**src/rtl/regfile_pkg.sv**
```systemverilog
// Shared defaults and write-port arbitration helper for the multi-port register file.
package regfile_pkg;

  localparam int DEF_DATA_W = 32;
  localparam int DEF_ADDR_W = 5;
  // Helper buses are sized for the largest supported configuration; callers zero-extend.
  localparam int MAX_WR     = 16;
  localparam int MAX_ADDR_W = 16;
  localparam int WIDX_W     = $clog2(MAX_WR);

  typedef struct packed {
    logic              hit;
    logic [WIDX_W-1:0] idx;
  } wr_win_t;

  // Highest-indexed enabled write port targeting addr wins.
  function automatic wr_win_t wr_winner(
    input logic [MAX_ADDR_W-1:0]        addr,
    input logic [MAX_WR-1:0]            wr_en,
    input logic [MAX_WR*MAX_ADDR_W-1:0] wr_addr
  );
    wr_win_t r;
    r = '0;
    for (int w = 0; w < MAX_WR; w++) begin
      if (wr_en[w] && (wr_addr[w*MAX_ADDR_W +: MAX_ADDR_W] == addr)) begin
        r.hit = 1'b1;
        r.idx = WIDX_W'(w);
      end
    end
    return r;
  endfunction

endpackage

```
**src/rtl/regfile_bypass_mux.sv**
```systemverilog
// Next-value selection for one read port: applies write-first bypass, scoreboard update
// and the hardwired zero register to the stored word and busy bit.
module regfile_bypass_mux
  import regfile_pkg::*;
#(
  parameter int DATA_W   = DEF_DATA_W,
  parameter int ADDR_W   = DEF_ADDR_W,
  parameter int NUM_WR   = 2,
  parameter int ZERO_REG = 1,
  parameter int BYPASS   = 1
) (
  input  logic [ADDR_W-1:0]        addr,
  input  logic [DATA_W-1:0]        stored,
  input  logic                     stored_busy,
  input  logic [NUM_WR-1:0]        wr_en,
  input  logic [NUM_WR*ADDR_W-1:0] wr_addr,
  input  logic [NUM_WR*DATA_W-1:0] wr_data,
  input  logic                     rsv_en,
  input  logic [ADDR_W-1:0]        rsv_addr,
  output logic [DATA_W-1:0]        nxt_data,
  output logic                     nxt_busy
);

  logic [MAX_WR-1:0]            en_ext;
  logic [MAX_WR*MAX_ADDR_W-1:0] addr_ext;
  wr_win_t                      win;

  always_comb begin
    en_ext   = '0;
    addr_ext = '0;
    for (int w = 0; w < NUM_WR; w++) begin
      en_ext[w] = wr_en[w];
      addr_ext[w*MAX_ADDR_W +: MAX_ADDR_W] = MAX_ADDR_W'(wr_addr[w*ADDR_W +: ADDR_W]);
    end
  end

  assign win = wr_winner(MAX_ADDR_W'(addr), en_ext, addr_ext);

  always_comb begin
    nxt_data = stored;
    nxt_busy = stored_busy;
    if (BYPASS != 0) begin
      for (int w = 0; w < NUM_WR; w++) begin
        if (win.hit && (win.idx == WIDX_W'(w))) nxt_data = wr_data[w*DATA_W +: DATA_W];
      end
      // Reserve is applied after the writeback clear: a new producer owns the entry.
      if (win.hit) nxt_busy = 1'b0;
      if (rsv_en && (rsv_addr == addr)) nxt_busy = 1'b1;
    end
    if ((ZERO_REG != 0) && (addr == '0)) begin
      nxt_data = '0;
      nxt_busy = 1'b0;
    end
  end

endmodule

```
**src/rtl/regfile_multiport.sv**
```systemverilog
// Multi-port register file with registered reads, write-first bypass option,
// optional zero register and a per-entry busy scoreboard for hazard detection.
module regfile_multiport
  import regfile_pkg::*;
#(
  parameter int DATA_W   = DEF_DATA_W,
  parameter int ADDR_W   = DEF_ADDR_W,
  parameter int NUM_RD   = 2,
  parameter int NUM_WR   = 2,
  parameter int ZERO_REG = 1,
  parameter int BYPASS   = 1
) (
  input  logic                     clock,
  input  logic                     reset,
  input  logic [NUM_RD-1:0]        rd_en,
  input  logic [NUM_RD*ADDR_W-1:0] rd_addr,
  output logic [NUM_RD*DATA_W-1:0] rd_data,
  output logic [NUM_RD-1:0]        rd_busy,
  input  logic [NUM_WR-1:0]        wr_en,
  input  logic [NUM_WR*ADDR_W-1:0] wr_addr,
  input  logic [NUM_WR*DATA_W-1:0] wr_data,
  input  logic                     rsv_en,
  input  logic [ADDR_W-1:0]        rsv_addr
);

  localparam int DEPTH = 2**ADDR_W;

  logic [DATA_W-1:0] mem [DEPTH];
  logic [DEPTH-1:0]  busy;
  logic [DATA_W-1:0] rdq [NUM_RD];
  logic [NUM_RD-1:0] rbq;
  logic [DATA_W-1:0] nxt_data [NUM_RD];
  logic              nxt_busy [NUM_RD];

  function automatic logic writable(input logic [ADDR_W-1:0] a);
    return !((ZERO_REG != 0) && (a == '0));
  endfunction

  // Storage and scoreboard: later write ports overwrite earlier ones in the same cycle.
  always_ff @(posedge clock or negedge reset) begin
    if (!reset) begin
      for (int i = 0; i < DEPTH; i++) mem[i] <= '0;
      busy <= '0;
    end else begin
      for (int w = 0; w < NUM_WR; w++) begin
        if (wr_en[w] && writable(wr_addr[w*ADDR_W +: ADDR_W])) begin
          mem[wr_addr[w*ADDR_W +: ADDR_W]]  <= wr_data[w*DATA_W +: DATA_W];
          busy[wr_addr[w*ADDR_W +: ADDR_W]] <= 1'b0;
        end
      end
      if (rsv_en && writable(rsv_addr)) busy[rsv_addr] <= 1'b1;
    end
  end

  for (genvar p = 0; p < NUM_RD; p++) begin : g_rd
    logic [ADDR_W-1:0] ra;
    assign ra = rd_addr[p*ADDR_W +: ADDR_W];

    regfile_bypass_mux #(
      .DATA_W   (DATA_W),
      .ADDR_W   (ADDR_W),
      .NUM_WR   (NUM_WR),
      .ZERO_REG (ZERO_REG),
      .BYPASS   (BYPASS)
    ) u_mux (
      .addr        (ra),
      .stored      (mem[ra]),
      .stored_busy (busy[ra]),
      .wr_en       (wr_en),
      .wr_addr     (wr_addr),
      .wr_data     (wr_data),
      .rsv_en      (rsv_en),
      .rsv_addr    (rsv_addr),
      .nxt_data    (nxt_data[p]),
      .nxt_busy    (nxt_busy[p])
    );
  end

  // Read output registers: a disabled port holds its last result.
  always_ff @(posedge clock or negedge reset) begin
    if (!reset) begin
      for (int p = 0; p < NUM_RD; p++) rdq[p] <= '0;
      rbq <= '0;
    end else begin
      for (int p = 0; p < NUM_RD; p++) begin
        if (rd_en[p]) begin
          rdq[p] <= nxt_data[p];
          rbq[p] <= nxt_busy[p];
        end
      end
    end
  end

  always_comb begin
    rd_data = '0;
    for (int p = 0; p < NUM_RD; p++) rd_data[p*DATA_W +: DATA_W] = rdq[p];
  end

  assign rd_busy = rbq;

endmodule
```
**config.mk**
```make
export PLATFORM = sky130hd
export DESIGN_NAME = regfile_multiport
export DESIGN_NICKNAME = d
export VERILOG_FILES = /design/src/rtl/regfile_pkg.sv /design/src/rtl/regfile_bypass_mux.sv /design/src/rtl/regfile_multiport.sv
export SDC_FILE = /design/constraint.sdc
export NUM_CORES = 2
export LEC_CHECK = 0
export CELL_PAD_IN_SITES_DETAIL_PLACEMENT = 0
export CELL_PAD_IN_SITES_GLOBAL_PLACEMENT = 1
export CORE_UTILIZATION = 35
export DETAILED_ROUTE_END_ITERATION = 8
export PLACE_DENSITY = 0.7
export SKIP_CTS_REPAIR_TIMING = 1
export SLEW_MARGIN = 40
export SYNTH_ARGS = -nofsm -noshare
export SYNTH_HDL_FRONTEND = slang
export SYNTH_SLANG_ARGS = --single-unit
```
**constraint.sdc**
```tcl
create_clock -name clock -period 1.7 [get_ports clock]
set_input_delay 0.51 -clock clock [delete_from_list [all_inputs] [get_ports clock]]
set_output_delay 0.51 -clock clock [all_outputs]
set_load 0.005 [all_outputs]
```
==> results.json <==
{
  "drc": 0,
  "cp_max_fo": 2,
  "syn_area_um2": 69140,
  "die_x_um": 446.5,
  "dpl.hpwl_mm": 218.0,
  "setup_viol": 85,
  "grt_overflow": 0,
  "port_buffers": 161,
  "post-route-util_pct": 45.29,
  "slew-limit-headroom_pct": 41.02,
  "drt-pass1-iter-count": 8,
  "dpl_worst_slack_ns": -1.433,
  "hp-class": "in -> async",
  "violations": "negative setup slack",
  "fin_crit_ns": 1.976,
  "period_share_pct": 116.3,
  "async_flop_share_pct": 100.0,
  "synth.most_common_cell": "dfrtp_1",
  "cp-end-kind": "output port",
  "dr_total_vias": 61990,
  "clk_pin_slew_ns": 0.06,
  "coreArea_um2": 195600,
  "cts_tree": "done",
  "synth_top_area_cell": "dfrtp_1",
  "maxCapViolCount": 0,
  "routed_wl_mm": 321.9,
  "io_pins": 162,
  "dr.first_iter.drc_count": 8037,
  "routedWlPerCell_um": 32.52,
  "status": "finished with violations",
  "synth-seq-area-share_pct": 40.61,
  "clk_latency_ns": 0.83,
  "p_leak_uw": 0.03867,
  "fill_cells": 17910,
  "worstPathArrival_ns": 1.47,
  "nNetsFinal": 7262,
  "r2r_cells": 4,
  "grt_max_degree": 79,
  "r2r_end": "rd_data[35]",
  "dominantRegCellSynth": "dfrtp_1",
  "powerDensity_nw_per_um2": 1050,
  "cp.required_ns": 1.19,
  "ant_nets": 0,
  "rsz0062_at_grt": "yes",
  "final-max-slew-violation-count": 0,
  "vdd_drop_max_mv": 0.8228,
  "worst-r2r-setup-slack_ns": -0.06,
  "critPathMaxStageDelay_ns": 0.39,
  "drt-vias-per-instance": 6.264,
  "rows": 162,
  "syn2layout_area_growth_pct": 28.13,
  "routabilityCongestion": 0.9939,
  "die_h_um": 446.5,
  "skew_ns": 0.04136,
  "htreeDepth": 4,
  "drive_gt1_share_pct": 27.13,
  "yosysUniqueCellTypes": 70,
  "syn_inst": 6792,
  "rr_startpoint": "mem[611]",
  "fin_ws_ns": -0.2765,
  "start_util_pct": 35.35,
  "crit_family": "flip-flops",
  "tightest_slew_ns": 0.8814,
  "yosys-top-cells-area": "dfrtp_1 41%, mux2i_1 15%, mux4_2 12%",
  "yosys-top-cells-count": "1122 x dfrtp_1, 1069 x mux2i_1, 833 x nor2_1",
  "grt_pass1_wl_mm": 448.5,
  "cp.depth": 2,
  "worstSetupPathType": "reg -> out",
  "crit_slowest_cell": "dfrtp_1",
  "clock-sinks": 1122,
  "postSynthAreaPerCell_um2": 10.18,
  "synth-edff-count": 0,
  "synth_top_area_share_pct": 40.61,
  "hold_violations": 0,
  "yosys_warnings": 0,
  "grt_pass1_vias": 60060,
  "synth_seq_cells": 1122,
  "clockRootBuffer": "clkbuf_16",
  "antenna_found_initial": 6,
  "fmax_ghz": 0.5060,
  "die_area_um2": 199300,
  "cp_cell_sequence": "buf_12 > clkbuf_2",
  "cp-start-kind": "register",
  "cts-buffers-inserted": 135,
  "clockBufferDepth": 3,
  "syn_nets": 6888,
  "critPathBufInv": 2,
  "grt_usage_pct": 31.23
}
-- cell type report --
type | count | area [um2] | share of cell area (%)
Tap cell | 2624 | 3283 | 3.706
Inverter | 74 | 277.8 | 0.3135
Antenna cell | 3 | 7.507 | 0.008474
Timing Repair Buffer | 1140 | 14380 | 16.24
Multi-Input combinational cell | 4693 | 38230 | 43.15
Sequential cell | 1122 | 28110 | 31.73
Clock buffer | 211 | 4028 | 4.546
Clock inverter | 29 | 274.0 | 0.3093
-- layer usage --
metal / wire length (um) / GRT usage, % / part of all wire (%)
met1: 123900 / 41.12 / 38
met2: 141000 / 46.88 / 44
met3: 34840 / 7.128 / 11
met5: 27 / 0 / 0.0084
met4: 22120 / 18.35 / 6.9
-- power breakdown --
part	leakage, uW	switching (uW)	total, uW	internal (uW)
sequential	0.0137	5710	39300	33500
clock	0.00211	12600	29200	16600
combinational	0.0229	11400	24600	13200
-- cell families (layout without fill, tap and decap cells) --
logic type	after synthesis	count (layout)	synth area share (%)
buf+inv	977	1454	6.421
other cells	0	3	0
xor+xnor	30	30	0.3800
simple gates	1524	1524	9.146
compound gates	1622	1622	14.45
mux	1517	1517	29.00
flops	1122	1122	40.61
-- stage by stage --
| step | area [um2] | instances | hold slack (ns) | TNS (ns) | power [uW] |
|---|---|---|---|---|---|
| floorplan | 70870 | 6792 | 0.2144 | -101.08 | 53520 |
| global placement | 82450 | 9576 | 0.3767 | -978.09 | 62140 |
| detailed placement | 82450 | 9576 | 0.3837 | -1001.10 | 63140 |
| CTS | 86750 | 9816 | -0.4164 | -138.34 | 92070 |
| global route | 88580 | 9894 | 0.1947 | -16.17 | 96780 |
| finish | 88590 | 9896 | 0.1867 | -13.07 | 92990 |
-- worst max path at each step --
stage	slack, ns	start	to
6_report	-0.28	rd_data[13]	rd_data[13]
5_1_grt	-0.30	rd_data[13]	rd_data[13]
4_1_cts	-0.78	rd_data[10]	rd_data[10]
3_5_place_dp	-1.43	rd_addr[3]	rd_data[0]
3_3_place_gp	-1.53	rd_addr[2]	rd_data[30]
2_1_floorplan	-0.34	rd_addr[1]	rd_data[30]
-- cells in the final DEF, fill, tap and decap left out, types with 31 or more instances in the layout --
| master | instances |
|---|---|
| clkbuf_16 | 152 |
| buf_4 | 524 |
| mux4_2 | 382 |
| o21ai_1 | 57 |
| o22ai_2 | 37 |
| mux2i_1 | 1067 |
| o221ai_1 | 58 |
| dfrtp_1 | 1097 |
| clkbuf_2 | 63 |
| a32oi_1 | 153 |
| o21ai_0 | 314 |
| buf_12 | 414 |
| o22ai_1 | 155 |
| inv_1 | 73 |
| nand2_4 | 31 |
| a221o_1 | 60 |
| nor3_1 | 85 |
| clkdlybuf4s50_1 | 71 |
| mux2_2 | 66 |
| clkbuf_1 | 43 |
| nor2_1 | 816 |
| a21oi_1 | 643 |
| nand2_1 | 401 |
-- sequential cells by signal (all words and copies together), names as in the netlist --
signal   cells
rd_data     64
busy        32
mem       1024
rd_busy      2
No activity file was read; power rests on OpenSTA's default activity.
